<file path="src/rtl/cpu_ex_operand_stage.sv">
// -----------------------------------------------------------------------------
// cpu_ex_operand_stage
//
// This is the ID/EX pipeline register that sits in front of the execute-stage ALU.
// It also forwards operands so that RAW hazards resolve without waiting.
//
// Each cycle it captures the decoded instruction. It then supplies the ALU
// operands, forwarding results that are still in flight in MEM or WB. When
// the EX stage holds a load whose destination the next instruction reads, it
// stalls decode and inserts a one-cycle bubble.
//
// Ports:
//   clk, rst          rising-edge clock, synchronous active-high reset
//   id_*              decoded instruction fields and register-file reads
//   mem_rd_*, mem_result  MEM-stage destination/result (forward source 1)
//   wb_rd_*,  wb_result   WB-stage destination/data (forward source 2)
//   ex_hold           downstream stall, freezes the EX contents
//   flush             kills the instruction that would enter EX
//   id_stall          decode must hold its current instruction
//   ex_valid          EX holds a valid instruction
//   ex_in_a, ex_in_b  ALU operands (after source select and forwarding)
//   ex_op_sel         ALU operation select
//   ex_rs2_fwd        forwarded rs2 value (store data)
//   ex_rd_addr        destination register of the EX instruction
//   ex_rd_we, ex_is_load  write-enable / load flag, qualified by ex_valid
// -----------------------------------------------------------------------------
module cpu_ex_operand_stage #(
    parameter int DATA_WIDTH     = 32,
    parameter int REG_ADDR_WIDTH = 5
) (
    input  logic                      clk,
    input  logic                      rst,
    input  logic                      id_valid,
    input  logic [REG_ADDR_WIDTH-1:0] id_rs1_addr,
    input  logic [REG_ADDR_WIDTH-1:0] id_rs2_addr,
    input  logic [DATA_WIDTH-1:0]     id_rs1_data,
    input  logic [DATA_WIDTH-1:0]     id_rs2_data,
    input  logic [DATA_WIDTH-1:0]     id_imm,
    input  logic [DATA_WIDTH-1:0]     id_pc,
    input  logic                      id_src_a_sel,
    input  logic                      id_src_b_sel,
    input  logic [3:0]                id_alu_op,
    input  logic [REG_ADDR_WIDTH-1:0] id_rd_addr,
    input  logic                      id_rd_we,
    input  logic                      id_is_load,
    input  logic [REG_ADDR_WIDTH-1:0] mem_rd_addr,
    input  logic                      mem_rd_we,
    input  logic [DATA_WIDTH-1:0]     mem_result,
    input  logic [REG_ADDR_WIDTH-1:0] wb_rd_addr,
    input  logic                      wb_rd_we,
    input  logic [DATA_WIDTH-1:0]     wb_result,
    input  logic                      ex_hold,
    input  logic                      flush,
    output logic                      id_stall,
    output logic                      ex_valid,
    output logic [DATA_WIDTH-1:0]     ex_in_a,
    output logic [DATA_WIDTH-1:0]     ex_in_b,
    output logic [3:0]                ex_op_sel,
    output logic [DATA_WIDTH-1:0]     ex_rs2_fwd,
    output logic [REG_ADDR_WIDTH-1:0] ex_rd_addr,
    output logic                      ex_rd_we,
    output logic                      ex_is_load
);

    logic                      valid_q;
    logic [REG_ADDR_WIDTH-1:0] rs1_addr_q;
    logic [REG_ADDR_WIDTH-1:0] rs2_addr_q;
    logic [DATA_WIDTH-1:0]     rs1_data_q;
    logic [DATA_WIDTH-1:0]     rs2_data_q;
    logic [DATA_WIDTH-1:0]     imm_q;
    logic [DATA_WIDTH-1:0]     pc_q;
    logic                      src_a_sel_q;
    logic                      src_b_sel_q;
    logic [3:0]                alu_op_q;
    logic [REG_ADDR_WIDTH-1:0] rd_addr_q;
    logic                      rd_we_q;
    logic                      is_load_q;

    logic                      load_use;
    logic [DATA_WIDTH-1:0]     fwd_rs1;
    logic [DATA_WIDTH-1:0]     fwd_rs2;

    // A load in EX only has its data at the end of MEM, so a dependent
    // instruction in decode must wait one cycle. Both source indices are
    // compared whether or not the instruction actually uses them. This can
    // stall when no stall is needed, but it never misses a real hazard.
    assign load_use = id_valid & valid_q & is_load_q
                    & (rd_addr_q != '0)
                    & ((rd_addr_q == id_rs1_addr) | (rd_addr_q == id_rs2_addr));

    assign id_stall = load_use | ex_hold;

    // Operand forwarding works from the registered source indices. MEM holds
    // the younger result, so it takes priority over WB. x0 is hard-wired to
    // zero and is never overridden.
    always_comb begin
        fwd_rs1 = rs1_data_q;
        fwd_rs2 = rs2_data_q;
        if (rs1_addr_q != '0) begin
            if (mem_rd_we && (mem_rd_addr == rs1_addr_q)) begin
                fwd_rs1 = mem_result;
            end else if (wb_rd_we && (wb_rd_addr == rs1_addr_q)) begin
                fwd_rs1 = wb_result;
            end
        end
        if (rs2_addr_q != '0) begin
            if (mem_rd_we && (mem_rd_addr == rs2_addr_q)) begin
                fwd_rs2 = mem_result;
            end else if (wb_rd_we && (wb_rd_addr == rs2_addr_q)) begin
                fwd_rs2 = wb_result;
            end
        end
    end

    // Pipeline register update.
    // While held, the data registers reload their forwarded value. A result
    // that passes through WB during the hold is then kept after WB retires it.
    // A flush or a load-use bubble only needs to clear valid; the other
    // fields are left as they are.
    always_ff @(posedge clk) begin
        if (rst) begin
            valid_q     <= 1'b0;
            rs1_addr_q  <= '0;
            rs2_addr_q  <= '0;
            rs1_data_q  <= '0;
            rs2_data_q  <= '0;
            imm_q       <= '0;
            pc_q        <= '0;
            src_a_sel_q <= 1'b0;
            src_b_sel_q <= 1'b0;
            alu_op_q    <= '0;
            rd_addr_q   <= '0;
            rd_we_q     <= 1'b0;
            is_load_q   <= 1'b0;
        end else if (ex_hold) begin
            rs1_data_q  <= fwd_rs1;
            rs2_data_q  <= fwd_rs2;
        end else if (flush || load_use) begin
            valid_q     <= 1'b0;
        end else begin
            valid_q     <= id_valid;
            rs1_addr_q  <= id_rs1_addr;
            rs2_addr_q  <= id_rs2_addr;
            rs1_data_q  <= id_rs1_data;
            rs2_data_q  <= id_rs2_data;
            imm_q       <= id_imm;
            pc_q        <= id_pc;
            src_a_sel_q <= id_src_a_sel;
            src_b_sel_q <= id_src_b_sel;
            alu_op_q    <= id_alu_op;
            rd_addr_q   <= id_rd_addr;
            rd_we_q     <= id_rd_we;
            is_load_q   <= id_is_load;
        end
    end

    assign ex_valid   = valid_q;
    assign ex_in_a    = src_a_sel_q ? pc_q  : fwd_rs1;
    assign ex_in_b    = src_b_sel_q ? imm_q : fwd_rs2;
    assign ex_op_sel  = alu_op_q;
    assign ex_rs2_fwd = fwd_rs2;
    assign ex_rd_addr = rd_addr_q;
    assign ex_rd_we   = rd_we_q & valid_q;
    assign ex_is_load = is_load_q & valid_q;

endmodule

</file>
<file path="config.mk">
export PLATFORM = sky130hd
export DESIGN_NAME = cpu_ex_operand_stage
export DESIGN_NICKNAME = d
export VERILOG_FILES = /design/src/rtl/cpu_ex_operand_stage.sv
export SDC_FILE = /design/constraint.sdc
export NUM_CORES = 1
export LEC_CHECK = 0
export ABC_CLOCK_PERIOD_IN_PS = 2200
export CELL_PAD_IN_SITES_DETAIL_PLACEMENT = 0
export CELL_PAD_IN_SITES_GLOBAL_PLACEMENT = 1
export CORE_ASPECT_RATIO = 1.75
export CORE_UTILIZATION = 42
export CTS_CLUSTER_DIAMETER = 40
export CTS_CLUSTER_SIZE = 25
export DETAILED_ROUTE_END_ITERATION = 8
export DONT_BUFFER_PORTS = 1
export GPL_TIMING_DRIVEN = 0
export PLACE_DENSITY = 0.83
export SETUP_SLACK_MARGIN = 0.02
export SKIP_CTS_REPAIR_TIMING = 1
export SYNTH_ARGS = -nofsm -noshare
export SYNTH_HDL_FRONTEND = slang
export SYNTH_SLANG_ARGS = --single-unit
</file>
<file path="constraint.sdc">
create_clock -name clk -period 2.2 [get_ports clk]
set_input_delay 0.33 -clock clk [delete_from_list [all_inputs] [get_ports clk]]
set_output_delay 0.33 -clock clk [all_outputs]
set_load 0.02 [all_outputs]
</file>
## Word level (Yosys, flattened, before mapping)

Cells that the tools add are included.

| operators by class | value |
|---|---|
| bitwise gates (word level) | 10 |
| muxes and demuxes | 13 |
| reduce and logical (&&, ||, !) cells | 9 |
| eq/ne operators | 7 |

Operators with widths:

| kind | count |
|---|---|
| $mux 32 | 12 |
| $eq 5x5->1 | 6 |
| $reduce_bool 5->1 | 3 |
| $and 1x1->1 | 6 |
| $logic_and 1x1->1 | 4 |
| $ne 2x2->1 const B | 1 |
| $not 1->1 | 2 |
| $or 1x1->1 | 2 |
| $reduce_and 2->1 | 1 |
| $logic_or 1x1->1 | 1 |
| $mux 1 | 1 |

| storage, ports and cells | value |
|---|---|
| word-level logic and storage cells | 52 |
| register bits | 152 |

## Longest topological paths before layout

Gate-level depths: netlist of run 1.

| logic depth | value |
|---|---|
| depth after elaboration | 7 |
| depth in mapped cells | 9 |

## Least setup slack after synthesis of run 1

OpenSTA, ideal clock, no wires.

| timing | value |
|---|---|
| kind | reg2out |
| start point | register rs2_addr_q[3] |
| end point | output port ex_in_b[30] |
| cell stages (with the launch flop) | 8 |
| required time | 1,870 ps |
| data arrival time | 2,207 ps |
| slack | -337 ps |
| path through | dfxtp_1 > xor2_1 > nor4_2 > nand2_1 > a21oi_2 > clkbuf_1 > o2bb2ai_1 > o21ai_0 |

| between the ends | value |
|---|---|
| cells in the longest elaborated chain, start to end | 6 |
| elaborated cells on any way between the ends | 9 |

RTL lines:

| element | RTL line | source |
|---|---|---|
| start, declared | 67 | `logic [REG_ADDR_WIDTH-1:0] rs2_addr_q;` |
| start signal, assigned | 143 | `rs2_addr_q <= id_rs2_addr;` |
| $eq 5x5->1 | 109 | `end else if (wb_rd_we && (wb_rd_addr == rs2_addr_q)) begin` |
| $logic_and 1x1->1 | 109 |  |
| $mux 32 | 109 |  |
| $mux 32 | 107 | `if (mem_rd_we && (mem_rd_addr == rs2_addr_q)) begin` |
| $mux 32 (*) | 106 | `if (rs2_addr_q != '0) begin` |
| $mux 32 (*) | 159 | `assign ex_in_b = src_b_sel_q ? imm_q : fwd_rs2;` |
| end, declared | 57 | `output logic [DATA_WIDTH-1:0] ex_in_b,` |

Every way passes the cells marked *; elsewhere a longest branch is shown, timed or not.

## Worst setup path after layout of run 1

| timing | value |
|---|---|
| start point | register rs2_addr_q[2] |
| end point | output port ex_in_b[21] |

| between the ends | value |
|---|---|
| cells in the longest elaborated chain, start to end | 6 |
| elaborated cells on any way between the ends | 9 |

RTL lines:

| element | RTL line | source |
|---|---|---|
| $eq 5x5->1 | 109 |  |
| $logic_and 1x1->1 | 109 |  |
| $mux 32 | 109 |  |
| $mux 32 | 107 |  |
| $mux 32 (*) | 106 |  |
| via ex_rs2_fwd[21] | 59 | `output logic [DATA_WIDTH-1:0] ex_rs2_fwd,` |
| $mux 32 (*) | 159 |  |

Mark *: on every way through the listed nets, which the timed path passes. The rest lies on a longest branch.

==> impl_results.md, run 1 <==
* EDFF count, synth at 0
* Final Util at 0.575
* Worst Path Required at 1.87 ns
* Final Setup Violations at 242
* Power, Total at 7.43 mW
* XOR/XNOR share of the synthesized area at 0.0321
* Final worst setup slack at -0.739 ns
* Design Area, Final at 11000 sq um
* Setup TNS at -73.91 ns
* Power share of the sequential group at 0.407
* Failing checks: setup timing
* Area leader, netlist: dfxtp_1
* Worst Setup End Kind: output pin
* Logic gate share of total power at 0.202
* Later-pin clock latency in the skew report at 0.43 ns
* HP Class: input pin to register
* Antenna viol nets, final at 0
* Area Overhead vs Synth at 34.0%
* Cells after Synth at 880
* Pwr per Cell Area at 676 nW/um^2
* Total grt overflow at 0
* Area of the multi-input gates at 5900 sq um
* CTS sink cnt at 152
* Synthesized cell area at 8200 sq um
* CTS tree: built
* Synth Area per Inst at 9.32 sq um
* Worst relative slew slack at 0.182
* FILL cells at 1659
* Post-placement cell count at 1121
* Synth area leaders: dfxtp_1 (37%), mux2i_1 (11%), a221o_1 (7.6%)
* Setup slack, reg-to-reg at -0.31 ns
* DP Worst Slack at -0.810 ns
* H-tree levels at 4
* Worst flop-to-flop path endpoint: rs2_data_q[22]$_SDFFE_PP0P_
* HPWL after DPL at 22600 microns
* # nets final at 1152
* Crit path to: ex_in_b[21]
* Area post-placement at 8960 sq um
* Switching share of total power at 0.297
* FMAX at 0.340 GHz
* GRT Total Usage at 0.283
* Wirelength per Cell at 25.8 microns
* # rows at 67
* Clock buffer depth at 2
* Synth Area in Adders at 0
* Unique masters post-synth at 41
* Final min period at 2.94 ns
* CORE AREA at 19100 sq um
* R2r worst-path depth at 7
* Starting DRT DRC Count at 333
* Yosys Warn Count at 0
* Synth Area in Compound Gates at 0.276
* Storage cell area at 3060 sq um
* Main combinational cell family by area after synthesis: compound AO/OA/AOI/OAI gates
* Cell Int Power at 5.22 mW
* Post-synth top cells: dfxtp_1 (152), nor2_1 (122), mux2i_1 (87)
* Via count of the first global-routing pass at 7452
* Crit path DAT at 2.61 ns
* Die area at 20100 sq um
* Sequential share of the synthesized area at 0.371
* Die Span Y at 187 microns
* NetSw at 2.21 mW
* Clock transition at the registers of the reported paths at 0.06 ns
* Largest net degree at the start of global routing at 17
* First-pass GRT wire length at 42500 microns
* Routed vias/inst at 6.21
* Root Driver: clkbuf_16
* Power share of the clock group at 0.391
* Critical Path Source: rs2_addr_q[2]$_SDFFE_PP0P_
* Non-Filler Instances at 1175
* Status: finished with violations
* Async SR Flop Fraction at 0
* Final Hold Viols at 0
* Simple-gate share of the synthesized area at 0.108
* Crit Reg-Reg Startpoint: rs2_addr_q[1]$_SDFFE_PP0P_
* First-pass iteration count of the detailed router at 5
* RSZ-0062 raised after global routing: yes
* Yosys top cell area share at 0.371
* Cts bufs inserted at 17
* Register bit count reported by yosys at 152
* I/O Pins at 341
* Max Slew Vio Count at 0
* Mux cell area share after synthesis at 0.149
* Setup CP Type: register to output pin
* Share of cells above drive strength 1 at 0.294
* Chip Width at 108 microns
* Initial Utilization at 0.429
* Startpoint Class: register
* Syn nets at 1112
* Top-count cell post-synth: dfxtp_1
* Vias post-DR at 7296
* Top FF cell, synth: dfxtp_1
* Worst-Margin Slew at 1.23 ns
* Worst Skew at 0.00633 ns
* Worst vdd ir at 0.000759 V
* Port Buffers at 0
* Initial antenna violation count at 1
* Leakage at 3.86 nW
* Max-cap violations at 0
* GPL Wtd Cong at 0.832
* CP Max Fanout at 9
* Period utilization at 1.34
* Residual DRC at 0
* Hold WS at 0.0314 ns
* Drt total wl at 30400 microns
routing by layer:
layer | global-route usage | routed length (microns)
met4 | 0.166 | 1520
met2 | 0.511 | 16000
met1 | 0.284 | 10700
met3 | 0.0756 | 2060
met5 | 0 | 0
flip-flops by register name (all words and copies together) (netlist names), 4 cells and up:
| signal | count |
|---|---|
| rs2_addr_q | 5 |
| rs1_addr_q | 5 |
| rs2_data_q | 32 |
| ex_op_sel | 4 |
| ex_rd_addr | 5 |
| imm_q | 32 |
| pc_q | 32 |
| rs1_data_q | 32 |
final cells by class:
cell class                      count  area share
Antenna cell                        1    0.000228
Multi-Input combinational cell    612       0.537
Tap cell                          241      0.0274
Clock buffer                       20      0.0407
Buffer                             81      0.0637
Timing Repair Buffer               24      0.0298
Sequential cell                   152       0.279
Inverter                           32      0.0109
Clock inverter                     12      0.0115
how the worst min path moves through the flow:
stage	cells after the start	from	to	slack, ns
detailed placement	1	rs1_data_q[24]$_SDFFE_PP0P_	rs1_data_q[24]$_SDFFE_PP0P_	0.47
global route	1	id_rs2_data[25]	rs2_data_q[25]$_SDFFE_PP0P_	0.02
global placement	2	imm_q[25]$_SDFFE_PP0P_	imm_q[25]$_SDFFE_PP0P_	0.47
finish	1	id_rs2_data[30]	rs2_data_q[30]$_SDFFE_PP0P_	0.03
floorplan	2	is_load_q$_SDFFE_PP0P_	is_load_q$_SDFFE_PP0P_	0.45
CTS	1	id_rs2_data[31]	rs2_data_q[31]$_SDFFE_PP0P_	0.01
cells by family after synthesis:
logic type / count (synthesis)
AO/OA/AOI/OAI: 269
AND/OR/NAND/NOR: 195
flip-flops: 152
multiplexers: 118
buffers and inverters: 116
XOR/XNOR: 30
cell usage in the layout, fill, tap and decap left out, types with 29 or more instances in the layout:
cell | netlist | layout
a221o_1 | 62 | 62
mux2_4 | 0 | 29
a22oi_1 | 32 | 32
o22a_1 | 62 | 31
nor2b_1 | 32 | 32
clkbuf_1 | 56 | 30
dfxtp_1 | 152 | 139
mux2i_1 | 87 | 87
nor2_1 | 122 | 122
inv_1 | 32 | 32
critical path, cell delays in order, from the launching register on:
cell and delay (ns):
dfxtp_2 0.35, xor2_1 0.19, nor4_4 0.43, nand2_4 0.09, buf_12 0.17, clkbuf_16 0.16
o22a_1 0.20, o22a_4 0.26, mux2_4 0.32
power by group through the flow:
stage	logic (mW)	clock network (mW)	registers, mW
3_3_place_gp	1.20	0	3.05
4_1_cts	1.21	2.95	3.00
5_1_grt	1.58	3.08	3.04
6_report	1.50	2.91	3.02
3_5_place_dp	1.21	0	3.06
2_1_floorplan	0.974	0	3.03
(Power assumes the default switching activity.)
==> inputs of run 2 (changes only) <==
--- a/config.mk
+++ b/config.mk
@@ -6,9 +6,10 @@
 export NUM_CORES = 1
 export LEC_CHECK = 0
 export ABC_CLOCK_PERIOD_IN_PS = 2200
+export CAP_MARGIN = 20
 export CELL_PAD_IN_SITES_DETAIL_PLACEMENT = 0
 export CELL_PAD_IN_SITES_GLOBAL_PLACEMENT = 1
-export CORE_ASPECT_RATIO = 1.75
+export CORE_ASPECT_RATIO = 0.8
 export CORE_UTILIZATION = 42
 export CTS_CLUSTER_DIAMETER = 40
 export CTS_CLUSTER_SIZE = 25
==> run 2 against run 1 <==
- the flow still finishes with violations (setup timing)
- fmax up 0.75%
- combinational power up 9%
- global-route usage about the same
- non-clock buffer count up 21
- first-iteration DRC count up 57%
- sequential power about the same
- routed wire length up 5.8%
- worst setup slack better by 0.022 ns
- highest routed layer is now met5
==> impl_results.md, run 2 (same netlist as run 1, synthesis figures left out) <==
* Status: finished with violations
* Failing checks: setup timing
* Hold WS at 0.0432 ns
* Root Driver: clkbuf_16
* Largest net degree at the start of global routing at 17
* Max Slew Vio Count at 0
* H-tree levels at 4
* Via count of the first global-routing pass at 6890
* FMAX at 0.343 GHz
* Residual DRC at 0
* GRT Total Usage at 0.283
* Power, Total at 7.93 mW
* HP Class: input pin to register
* I/O Pins at 341
* Final Hold Viols at 0
* Period utilization at 1.33
* Antenna viol nets, final at 0
* Final Util at 0.606
* Worst Skew at 0.0118 ns
* RSZ-0062 raised after global routing: yes
* CTS tree: built
* Clock transition at the registers of the reported paths at 0.07 ns
* Die area at 20100 sq um
* GPL Wtd Cong at 0.845
* CP Max Fanout at 8
* Final min period at 2.92 ns
* Total grt overflow at 0
* Leakage at 4.07 nW
* DP Worst Slack at -0.729 ns
* Initial antenna violation count at 2
* Chip Width at 158 microns
* First-pass iteration count of the detailed router at 5
* Worst Path Required at 1.87 ns
* Worst Setup End Kind: output pin
* Wirelength per Cell at 26.5 microns
* # rows at 45
* Share of cells above drive strength 1 at 0.316
* Final worst setup slack at -0.717 ns
* Vias post-DR at 7546
* Worst vdd ir at 0.000532 V
* CTS sink cnt at 152
* Initial Utilization at 0.431
* FILL cells at 1633
* Pwr per Cell Area at 688 nW/um^2
* Final Setup Violations at 247
* Area of the multi-input gates at 5970 sq um
* # nets final at 1173
* Worst relative slew slack at 0.149
* Most frequent cells in the layout: dfxtp_1 (138), nor2_1 (122), mux2i_1 (84), a221o_1 (62)
* Starting DRT DRC Count at 522
* Drt total wl at 32100 microns
* CORE AREA at 19000 sq um
* Port Buffers at 0
* Max-cap violations at 0
* First-pass GRT wire length at 42600 microns
* Routed vias/inst at 6.22
* Worst-Margin Slew at 1.28 ns
* Die Span Y at 127 microns
* Cts bufs inserted at 17
* Crit path DAT at 2.59 ns
* Storage cell area at 3070 sq um
* Later-pin clock latency in the skew report at 0.42 ns
* Area Overhead vs Synth at 40.6%
* Clock buffer depth at 2
* Commonest non-fill, non-tap cell in the layout: dfxtp_1
* Startpoint Class: register
* HPWL after DPL at 22300 microns
* Setup CP Type: register to output pin
run 2: cell count changes in the layout (fill, tap and decap cells not counted), sizes merged:
cell / previous run / this run
clkinvlp: 2 / 1
clkinv: 7 / 2
inv: 33 / 37
buf: 61 / 68
bufinv: 2 / 4
clkbuf: 64 / 78
run 2: stage by stage:
stage,instance area (sq um),TNS (ns),instances
4_1_cts,9630,-143.07,1170
6_report,11500,-84.34,1213
3_5_place_dp,8980,-95.12,1138
5_1_grt,11500,-102.58,1213
3_3_place_gp,8980,-92.76,1138
2_1_floorplan,8660,-4.08,880
run 2: where the power goes:
part / total [mW] / leakage [nW] / switching, mW / internal (mW)
combinational: 1.64 / 2.51 / 0.929 / 0.707
clock: 3.28 / 0.318 / 1.27 / 2.01
sequential: 3.02 / 1.25 / 0.123 / 2.89
total: 7.93 / 4.07 / 2.32 / 5.61
run 2: path summary, 6_finish.rpt:
kind                                                 start                          end  slack (ns)  cells past startpoint
worst min register to register      is_load_q$_SDFFE_PP0P_       is_load_q$_SDFFE_PP0P_        0.49                      2
worst max-delay path            rs1_addr_q[1]$_SDFFE_PP0P_                  ex_in_a[31]       -0.72                      8
worst min-delay path                       id_rs2_data[24]  rs2_data_q[24]$_SDFFE_PP0P_        0.04                      1
worst max register to register  rs2_addr_q[2]$_SDFFE_PP0P_   rs2_data_q[9]$_SDFFE_PP0P_       -0.33                      8
run 2: layout make-up:
class                           count  share of cell area
Tap cell                          258              0.0280
Clock inverter                     12              0.0159
Antenna cell                        1            0.000217
Multi-Input combinational cell    612               0.518
Sequential cell                   152               0.266
Timing Repair Buffer               46              0.0622
Clock buffer                       20              0.0405
Inverter                           32              0.0104
Buffer                             80              0.0586
run 2: critical path: stages, from the launching register on:
cell and delay (ns):
dfxtp_2 0.35, xor2_1 0.15, nor4_2 0.32, buf_4 0.17, o2bb2a_4 0.16, or2_4 0.35
buf_12 0.19, a221oi_4 0.36, a21oi_4 0.11
run 2: per-layer routing:
layer / track usage / up-vias / share of wire
met5: 0 / - / 0.00053
met4: 0.0803 / 2 / 0.024
met3: 0.0974 / 42 / 0.093
met2: 0.450 / 346 / 0.46
met1: 0.362 / 3734 / 0.42
li1: - / 3422 / -
